<file path="src/rtl/mem_bus_ctrl.sv">
// rtl/mem_bus_ctrl.sv - CPU memory-bus controller: one fixed-latency RAM transaction per command.
// Optional switch/LED registers are decoded when MEM_MMIO_EN is defined.
module mem_bus_ctrl #(
  parameter int ADDR_W      = 9,
  parameter int DATA_W      = 16,
  parameter int WAIT_CYCLES = 2
) (
  input  logic              clk,
  input  logic              reset,
  input  logic [1:0]        mem_cmd,
  input  logic [ADDR_W-1:0] mem_addr,
  input  logic [DATA_W-1:0] write_data,
  output logic [DATA_W-1:0] read_data,
  output logic              mem_busy,
  output logic              mem_ready,
  output logic [ADDR_W-1:0] ram_addr,
  output logic [DATA_W-1:0] ram_din,
  output logic              ram_we,
  output logic              ram_re,
  input  logic [DATA_W-1:0] ram_dout
`ifdef MEM_MMIO_EN
  ,
  input  logic [7:0]        sw,
  output logic [7:0]        led
`endif
);

  localparam logic [1:0] MREAD  = 2'b01;
  localparam logic [1:0] MWRITE = 2'b10;

  typedef enum logic [1:0] {IDLE, ACCESS, DONE} state_t;

  state_t            state_q, state_d;
  logic [3:0]        cnt_q, cnt_d;
  logic              wr_q, wr_d;
  logic [ADDR_W-1:0] addr_q, addr_d;
  logic [DATA_W-1:0] din_q, din_d;
  logic [DATA_W-1:0] rdata_q, rdata_d;
  logic              sw_hit, led_hit;

`ifdef MEM_MMIO_EN
  localparam logic [ADDR_W-1:0] SW_ADDR  = ADDR_W'('h140);
  localparam logic [ADDR_W-1:0] LED_ADDR = ADDR_W'('h100);

  logic [7:0] led_q, led_d;

  // MMIO hits bypass the RAM strobes entirely; latency is unchanged.
  assign sw_hit  = !wr_q && (addr_q == SW_ADDR);
  assign led_hit =  wr_q && (addr_q == LED_ADDR);
  assign led     = led_q;
`else
  assign sw_hit  = 1'b0;
  assign led_hit = 1'b0;
`endif

  always_ff @(posedge clk or posedge reset) begin
    if (reset) begin
      state_q <= IDLE;
      cnt_q   <= '0;
      wr_q    <= 1'b0;
      addr_q  <= '0;
      din_q   <= '0;
      rdata_q <= '0;
`ifdef MEM_MMIO_EN
      led_q   <= '0;
`endif
    end else begin
      state_q <= state_d;
      cnt_q   <= cnt_d;
      wr_q    <= wr_d;
      addr_q  <= addr_d;
      din_q   <= din_d;
      rdata_q <= rdata_d;
`ifdef MEM_MMIO_EN
      led_q   <= led_d;
`endif
    end
  end

  always_comb begin
    state_d   = state_q;
    cnt_d     = cnt_q;
    wr_d      = wr_q;
    addr_d    = addr_q;
    din_d     = din_q;
    rdata_d   = rdata_q;
`ifdef MEM_MMIO_EN
    led_d     = led_q;
`endif
    ram_we    = 1'b0;
    ram_re    = 1'b0;
    mem_ready = 1'b0;

    case (state_q)
      IDLE: begin
        if (mem_cmd == MREAD || mem_cmd == MWRITE) begin
          addr_d  = mem_addr;
          din_d   = write_data;
          wr_d    = (mem_cmd == MWRITE);
          cnt_d   = 4'(WAIT_CYCLES);
          state_d = ACCESS;
        end
      end
      ACCESS: begin
        ram_re = !wr_q && !sw_hit;
        ram_we = wr_q && (cnt_q == 4'd0) && !led_hit;
        if (cnt_q != 4'd0) begin
          cnt_d = cnt_q - 4'd1;
        end else begin
          if (!wr_q) begin
`ifdef MEM_MMIO_EN
            rdata_d = sw_hit ? {{(DATA_W-8){1'b0}}, sw} : ram_dout;
`else
            rdata_d = ram_dout;
`endif
          end
`ifdef MEM_MMIO_EN
          if (led_hit) led_d = din_q[7:0];
`endif
          state_d = DONE;
        end
      end
      DONE: begin
        mem_ready = 1'b1;
        state_d   = IDLE;
      end
      default: state_d = IDLE;
    endcase
  end

  assign mem_busy  = (state_q != IDLE);
  assign read_data = rdata_q;
  assign ram_addr  = addr_q;
  assign ram_din   = din_q;

endmodule

</file>
<file path="config.mk">
export PLATFORM = sky130hd
export DESIGN_NAME = mem_bus_ctrl
export DESIGN_NICKNAME = d
export VERILOG_FILES = /design/src/rtl/mem_bus_ctrl.sv
export SDC_FILE = /design/constraint.sdc
export NUM_CORES = 1
export LEC_CHECK = 0
export ABC_AREA = 0
export CORE_MARGIN = 4
export CORE_UTILIZATION = 40
export CTS_CLUSTER_SIZE = 12
export DETAILED_ROUTE_END_ITERATION = 7
export GPL_TIMING_DRIVEN = 1
export PLACE_DENSITY = 0.78
export SLEW_MARGIN = 20
export SYNTH_ARGS = -nofsm -noshare
export SYNTH_HDL_FRONTEND = slang
export SYNTH_SLANG_ARGS = --single-unit
</file>
<file path="constraint.sdc">
create_clock -name clk -period 2.4 [get_ports clk]
set_input_delay 0.48 -clock clk [delete_from_list [all_inputs] [get_ports clk]]
set_output_delay 0.48 -clock clk [all_outputs]
set_load 0.01 [all_outputs]
</file>
# Word-level counts from Yosys, hierarchy flattened
# Index checks and enable logic that the tools add are counted.
totals:
  register_bits: 48
  output_inout_bits: 45
  input_bits: 45
op_classes:
  n_bitwise: 2
  muxes: 9
  n_addsub: 1
  reduce_logical: 12
  n_eq_ne: 7
ops:
  columns: ["op", "n"]
  rows:
  - ["$mux W4", 2]
  - ["$pmux W4 S2", 1]
  - ["$ne A2 B2 Y1 const B", 3]
  - ["$reduce_and A3 Y1", 2]
  - ["$eq A2 B1 Y1 const B", 2]
  - ["$eq A2 B2 Y1 const B", 2]
  - ["$logic_not A4 Y1", 1]
  - ["$mux W2", 2]
  - ["$pmux W2 S2", 1]
  - ["$reduce_and A2 Y1", 2]
  - ["$reduce_bool A2 Y1", 2]
  - ["$reduce_bool A4 Y1", 1]
  - ["$sub A4 B1 Y4 const B", 1]
  - ["$mux W1", 3]
  - ["$logic_not A2 Y1", 1]
  - ["$not A1 Y1", 2]
  - ["$logic_and A1 B1 Y1", 1]
  - ["$logic_not A1 Y1", 1]
  - ["$logic_or A1 B1 Y1", 1]

# Depth between registers and ports, before layout
# Gate-level depths: netlist (run 1).
depth:
  ltp_word: 4
  ltp_mapped: 6

# Worst setup path after synthesis (run 1)
# No wires, ideal clock.
synth_path:
  path_kind: "input to register"
  start: "in mem_cmd[0]"
  end: "reg cnt_q[1]"
  required_time_ns: 2.275
  arrival_time_ns: 1.672
  path_buffers: 0
  cell_stages: 5
  setup_time_ns: 0.125
  path_slack_ns: 0.603
  cell_sequence: "inv_1 > ha_1 > and2b_1 > a211oi_1 > mux2_2"
synth_between:
  elab_chain_cells: 4
  word_cells_on_any_way: 5
synth_lines:
  columns: ["element", "line", "text"]
  rows:
  - ["start, declared", "10", "input logic [1:0] mem_cmd,"]
  - ["$eq A2 B1 Y1 / $eq A2 B2 Y1 (equally long branches)", "96", "if (mem_cmd == MREAD || mem_cmd == MWRITE) begin"]
  - ["$logic_or A1 B1 Y1 *", "96", null]
  - ["$ne A2 B2 Y1 (no line) *", null, null]
  - ["$reduce_and A3 Y1 (no line) *", null, null]
  - ["end signal, assigned", "69", "cnt_q <= cnt_d;"]
  - ["end, declared", "34", "logic [3:0] cnt_q, cnt_d;"]
# Mark *: on every way between the ends. The rest lies on a longest branch, timed or not.
# A chain may end at the register's enable or synchronous reset.

# Final worst setup path (run 1)
layout_path:
  start: "reg state_q[1]"
  end: "out mem_busy"
layout_between:
  elab_chain_cells: 1
layout_lines:
  columns: ["element", "line", "text"]
  rows:
  - ["start, declared", "33", "state_t state_q, state_d;"]
  - ["start signal, assigned", "68", "state_q <= state_d;"]
  - ["$reduce_bool A2 Y1", "131", "assign mem_busy = (state_q != IDLE);"]
  - ["end, declared", "14", "output logic mem_busy,"]
# No other way between the ends.

==> results.json, run 1 <==
{
  "run_status": "completed",
  "slew_violations": 0,
  "dieHeight_um": 77.2,
  "dieArea_mm2": 0.00596,
  "rr_startpoint": "cnt_q[0]",
  "post_drt_wl_per_cell_um": 15.6,
  "intPower_mw": 2.66,
  "yosysSeqAreaShare_pct": 62.7,
  "htree_levels": 2,
  "synth_area_mm2": 0.00192,
  "r2r_end": "read_data[0]",
  "maxCapViolCount": 0,
  "initial_core_util_pct": 42.5,
  "final_cell_mix": "88 x clkdlybuf4s50_1, 48 x dfrtp_1, 42 x mux2_2",
  "drtIter0Drc": 33,
  "portBuffers": 89,
  "worstRegToRegCells": 6,
  "dp_hpwl_um": 3320,
  "final_common_cell": "clkdlybuf4s50_1",
  "worst_hold_slack_ps": 504,
  "core_mm2": 0.00450,
  "fin_crit_ps": 2090,
  "cts_tree": "yes",
  "viasPerCell": 4.83,
  "die_w_um": 77.2,
  "worst-setup-path-type": "flip-flop to primary output",
  "drive_gt1_share_pct": 28.4,
  "grt_max_degree": 27,
  "grt_use_total_pct": 15.7,
  "worst_pin_slew_ps": 528,
  "p_leak_nw": 1.28,
  "setup_tns_ps": 0,
  "area_delta_synth_final_pct": 56.8,
  "arrival_ps": 1610,
  "rsz0062_at_grt": "no",
  "hold_viol": 0,
  "relSlewSlack_pct": 64.7,
  "nets": 268,
  "wl_um": 4280,
  "cts-root-buf": "clkbuf_8",
  "ir_drop_mv": 0.638,
  "startpoint_type": "flip-flop",
  "final_util_pct": 66.7,
  "ys_ff_latch": 48,
  "required_ps": 1920,
  "clock-sinks": 48,
  "r2r_slack_ps": 630,
  "hold_path_depth": 1,
  "antenna_found_initial": 0,
  "clkSlewWorstSetupHoldPaths_ps": 80,
  "grt_pass1_vias": 1619,
  "min_path_type": "flip-flop to flip-flop",
  "clkPwrFrac_pct": 12.4,
  "skew_ps": 5.11,
  "grt-ovfl-total": 0,
  "finalCritPeriodShare_pct": 87.3,
  "syn_inst": 123,
  "hp-start": "read_data[0]",
  "dr.pass1.iters": 2,
  "end_kind": "primary output",
  "cts_made_buffers": 5,
  "diodes": 0,
  "cp_max_fo": 8,
  "ys_types": 23,
  "antenna_left": 0,
  "grt_pass1_wl_um": 7490,
  "drc": 0,
  "globalplace.congestion": 0.683,
  "num_vias": 1324,
  "power_frac_comb_pct": 49.4,
  "avgSynthCellArea_um2": 15.6,
  "worstSkewPairLatency_ps": 290,
  "ios": 90,
  "switching_share_pct": 30.2,
  "min_to": "read_data[0]",
  "yosysWarnings": 0,
  "pwr-share-seq_pct": 38.2,
  "switchingPower_mw": 1.15,
  "num_rows": 24,
  "power.density_mw_per_mm2": 1270,
  "setup_viol": 0,
  "max_freq_ghz": 0.477,
  "syn_nets": 170,
  "cts_buffer_depth": 2
}
-- power by group through the flow --
stage / clock network [mW] / registers [mW] / logic (mW)
after CTS: 0.494 / 1.46 / 1.92
final: 0.473 / 1.46 / 1.89
after detailed placement: 0 / 1.47 / 1.89
after floorplan: 0 / 1.60 / 0.714
after global routing: 0.539 / 1.52 / 2.03
after global placement: 0 / 1.44 / 1.84
-- routing by layer --
metal,up-vias,GRT usage [%],share of wire (%)
li1,629,-,-
met1,636,19.2,42
met2,54,26.5,50
met3,5,5.04,6.8
met4,0,4.27,1.0
met5,-,0,0
-- how the worst max path moves through the flow --
stage	start	endpoint	slack, ps
after floorplan	mem_cmd[0]	cnt_q[1]	600
after global placement	mem_cmd[0]	cnt_q[1]	140
after detailed placement	mem_cmd[0]	cnt_q[1]	110
after CTS	cnt_q[0]	ram_we	40
after global routing	state_q[1]	ram_re	220
final	state_q[1]	mem_busy	310
-- registers in the layout, indices dropped and copies added (netlist names) --
name / flops
wr_q: 1
read_data: 16
ram_addr: 9
cnt_q: 4
state_q: 2
ram_din: 16
-- kinds of logic (layout without fill, tap and decap cells) --
logic type / count (synthesis) / count (layout) / synth area share [%]
flip-flops: 48 / 48 / 62.7
AO/OA/AOI/OAI: 6 / 6 / 1.96
adder cells (fa/ha/maj): 2 / 2 / 1.31
multiplexers: 43 / 43 / 25.3
AND/OR/NAND/NOR: 17 / 17 / 6.92
buffers and inverters: 7 / 106 / 1.83
-- cells in the mapped netlist, drive strengths merged --
| cell type | count | area, µm² |
|---|---|---|
| or3b | 1 | 8.76 |
| or4 | 1 | 11.3 |
| nor2b | 2 | 12.5 |
| and3 | 1 | 6.26 |
| inv | 4 | 15.0 |
| and2 | 1 | 6.26 |
| mux2 | 43 | 484 |
| or2 | 2 | 12.5 |
| and2b | 2 | 15.0 |
| o22ai | 1 | 6.26 |
| dfrtp | 48 | 1200 |
| buf | 3 | 20.0 |
| ha | 2 | 25.0 |
| a211oi | 1 | 7.51 |
| nor4bb | 1 | 10.0 |
| nand2 | 3 | 13.8 |
| a21oi | 1 | 8.76 |
| nor2 | 1 | 11.3 |
| o21ai | 3 | 15.0 |
| nor3b | 2 | 25.0 |
-- stage by stage --
step	area, µm²	power [mW]	cells	worst slack [ps]
6_report	3000	3.82	274	306
5_1_grt	3000	4.08	274	223
4_1_cts	3000	3.87	274	39.3
3_5_place_dp	2890	3.36	265	114
3_3_place_gp	2890	3.28	265	135
2_1_floorplan	1920	2.32	123	603
-- final cells by class --
| type | count | area [µm²] |
|---|---|---|
| Multi-Input combinational cell | 68 | 688 |
| Fill cell | 347 | 1500 |
| Timing Repair Buffer | 94 | 943 |
| Sequential cell | 48 | 1200 |
| Inverter | 4 | 15.0 |
| Clock buffer | 8 | 90.1 |
| Tap cell | 52 | 65.1 |
-- repair_timing --
item | 4_1_cts | 5_1_grt
resized for setup | 1 | 2
endpoints found under the setup margin | 1 | 1
buffers inserted | 1 | 0
hold endpoints to repair | 0 | 0
hold buffers | 0 | 0
-- critical path, stage by stage, from the launching register on --
cell and delay (ps):
dfrtp_1 470, or2_2 370, clkdlybuf4s50_1 490
Power figures use the tool's default switching activity.
==> run 2: changes to the inputs <==
--- a/config.mk
+++ b/config.mk
@@ -11,7 +11,7 @@
 export CTS_CLUSTER_SIZE = 12
 export DETAILED_ROUTE_END_ITERATION = 7
 export GPL_TIMING_DRIVEN = 1
-export PLACE_DENSITY = 0.78
+export PLACE_DENSITY_LB_ADDON = 0.2
 export SLEW_MARGIN = 20
 export SYNTH_ARGS = -nofsm -noshare
 export SYNTH_HDL_FRONTEND = slang
==> results.json, run 2 (same netlist as run 1, synthesis figures left out) <==
{
  "run_status": "completed",
  "skew_ps": 5.52,
  "min_path_type": "flip-flop to flip-flop",
  "fin_cells": 275,
  "cts_made_buffers": 5,
  "cts-root-buf": "clkbuf_8",
  "seqCellArea_mm2": 0.00120,
  "grt_max_degree": 27,
  "critPathTopFamily": "buffers and inverters",
  "globalplace.congestion": 0.727,
  "p_leak_nw": 1.29,
  "cts_buffer_depth": 2,
  "grt-ovfl-total": 0,
  "finalCritPeriodShare_pct": 87.7,
  "ir_drop_mv": 0.664,
  "grt_pass1_wl_um": 7440,
  "rsz0062_at_grt": "no",
  "antenna_found_initial": 0,
  "area_delta_synth_final_pct": 57.2,
  "crit_path_cell_trace": "nor3b_2 > clkdlybuf4s50_1",
  "dp_hpwl_um": 3370,
  "slew_violations": 0,
  "nets": 269,
  "maxCapViolCount": 0,
  "worst_hold_slack_ps": 506,
  "viasPerCell": 4.89,
  "cp_slowest_cell": "clkdlybuf4s50_1",
  "hold_viol": 0,
  "cts_tree": "yes",
  "num_vias": 1344,
  "arrival_ps": 1620,
  "end_kind": "primary output",
  "max_freq_ghz": 0.475,
  "rr_startpoint": "cnt_q[1]",
  "multi_input_area_um2": 688,
  "portBuffers": 89,
  "clock-sinks": 48,
  "wl_um": 4400,
  "final_cell_mix": "88 x clkdlybuf4s50_1, 48 x dfrtp_1, 42 x mux2_2",
  "die_w_um": 77.2,
  "drc": 0,
  "dieArea_mm2": 0.00596,
  "dr.pass1.iters": 2,
  "p_total_mw": 3.85,
  "ios": 90,
  "drtIter0Drc": 81,
  "grt_pass1_vias": 1549,
  "drive_gt1_share_pct": 28.7,
  "startpoint_type": "flip-flop",
  "htree_levels": 2,
  "nFillCells": 318,
  "required_ps": 1920,
  "setup_viol": 0,
  "core_mm2": 0.00450,
  "worstSkewPairLatency_ps": 290,
  "dp_cells": 265,
  "clkSlewWorstSetupHoldPaths_ps": 80,
  "fin_crit_ps": 2100,
  "post_drt_wl_per_cell_um": 16.0,
  "num_rows": 24,
  "worst-setup-path-type": "flip-flop to primary output",
  "path_buf_inv": 1,
  "initial_core_util_pct": 42.5,
  "hp-start": "read_data[0]",
  "setup_tns_ps": 0,
  "diodes": 0,
  "dieHeight_um": 77.2,
  "cp_max_fo": 8,
  "hold_buffers": 0,
  "relSlewSlack_pct": 65.7,
  "grt_use_total_pct": 15.7,
  "power.density_mw_per_mm2": 1280,
  "antenna_left": 0,
  "critPathLaunch": "state_q[1]",
  "worst_pin_slew_ps": 514,
  "max_stage_delay_ps": 590,
  "final_common_cell": "clkdlybuf4s50_1"
}
## run 2: changes by cell type in the layout (fill, tap and decap cells not counted)
cell | before | now
buf_4 | 4 | 5
## run 2: worst paths after layout
check                                to  slack, ps  cells after the start
max                              ram_re        300                      2
min                        read_data[0]        510                      1
max reg2reg                    cnt_q[1]        490                      7
min reg2reg                read_data[0]        510                      1
max in group asynchronous  read_data[9]       1290                      3
min in group asynchronous    ram_din[6]        540                      2
## run 2: through the flow
step / setup slack (ps) / utilization (%) / cell area [µm²]
global route: 213 / 66.8 / 3010
global placement: 141 / 64.3 / 2890
floorplan: 603 / - / 1920
CTS: 0.300 / 66.6 / 3000
finish: 296 / 66.8 / 3010
detailed placement: 99.3 / 64.3 / 2890
## run 2: power by group
group	switching, mW	internal (mW)
clock network	0.251	0.235
registers	0.240	1.22
logic	0.687	1.22
## run 2: timing repair
item / in CTS / in global routing
endpoints found under the setup margin: 1 / 1
resized for setup: 2 / 1
pin swaps: 0 / 0
buffers inserted: 1 / 1
hold endpoints to repair: 0 / 0
## run 2: cell type report
type	instances	share of cell area (%)
inverters	4	0.499
flip-flops and latches	48	39.9
clock buffers	8	2.99
multi-input cells	68	22.9
repair buffers	95	31.6
well taps	52	2.16
## run 2: routing by layer
layer | wire length (µm) | up-vias | track usage [%]
li1 | - | 623 | -
met1 | 1710 | 667 | 18.1
met2 | 2310 | 50 | 27.1
met3 | 338 | 4 | 6.09
met4 | 40 | 0 | 4.27
met5 | 0 | - | 0
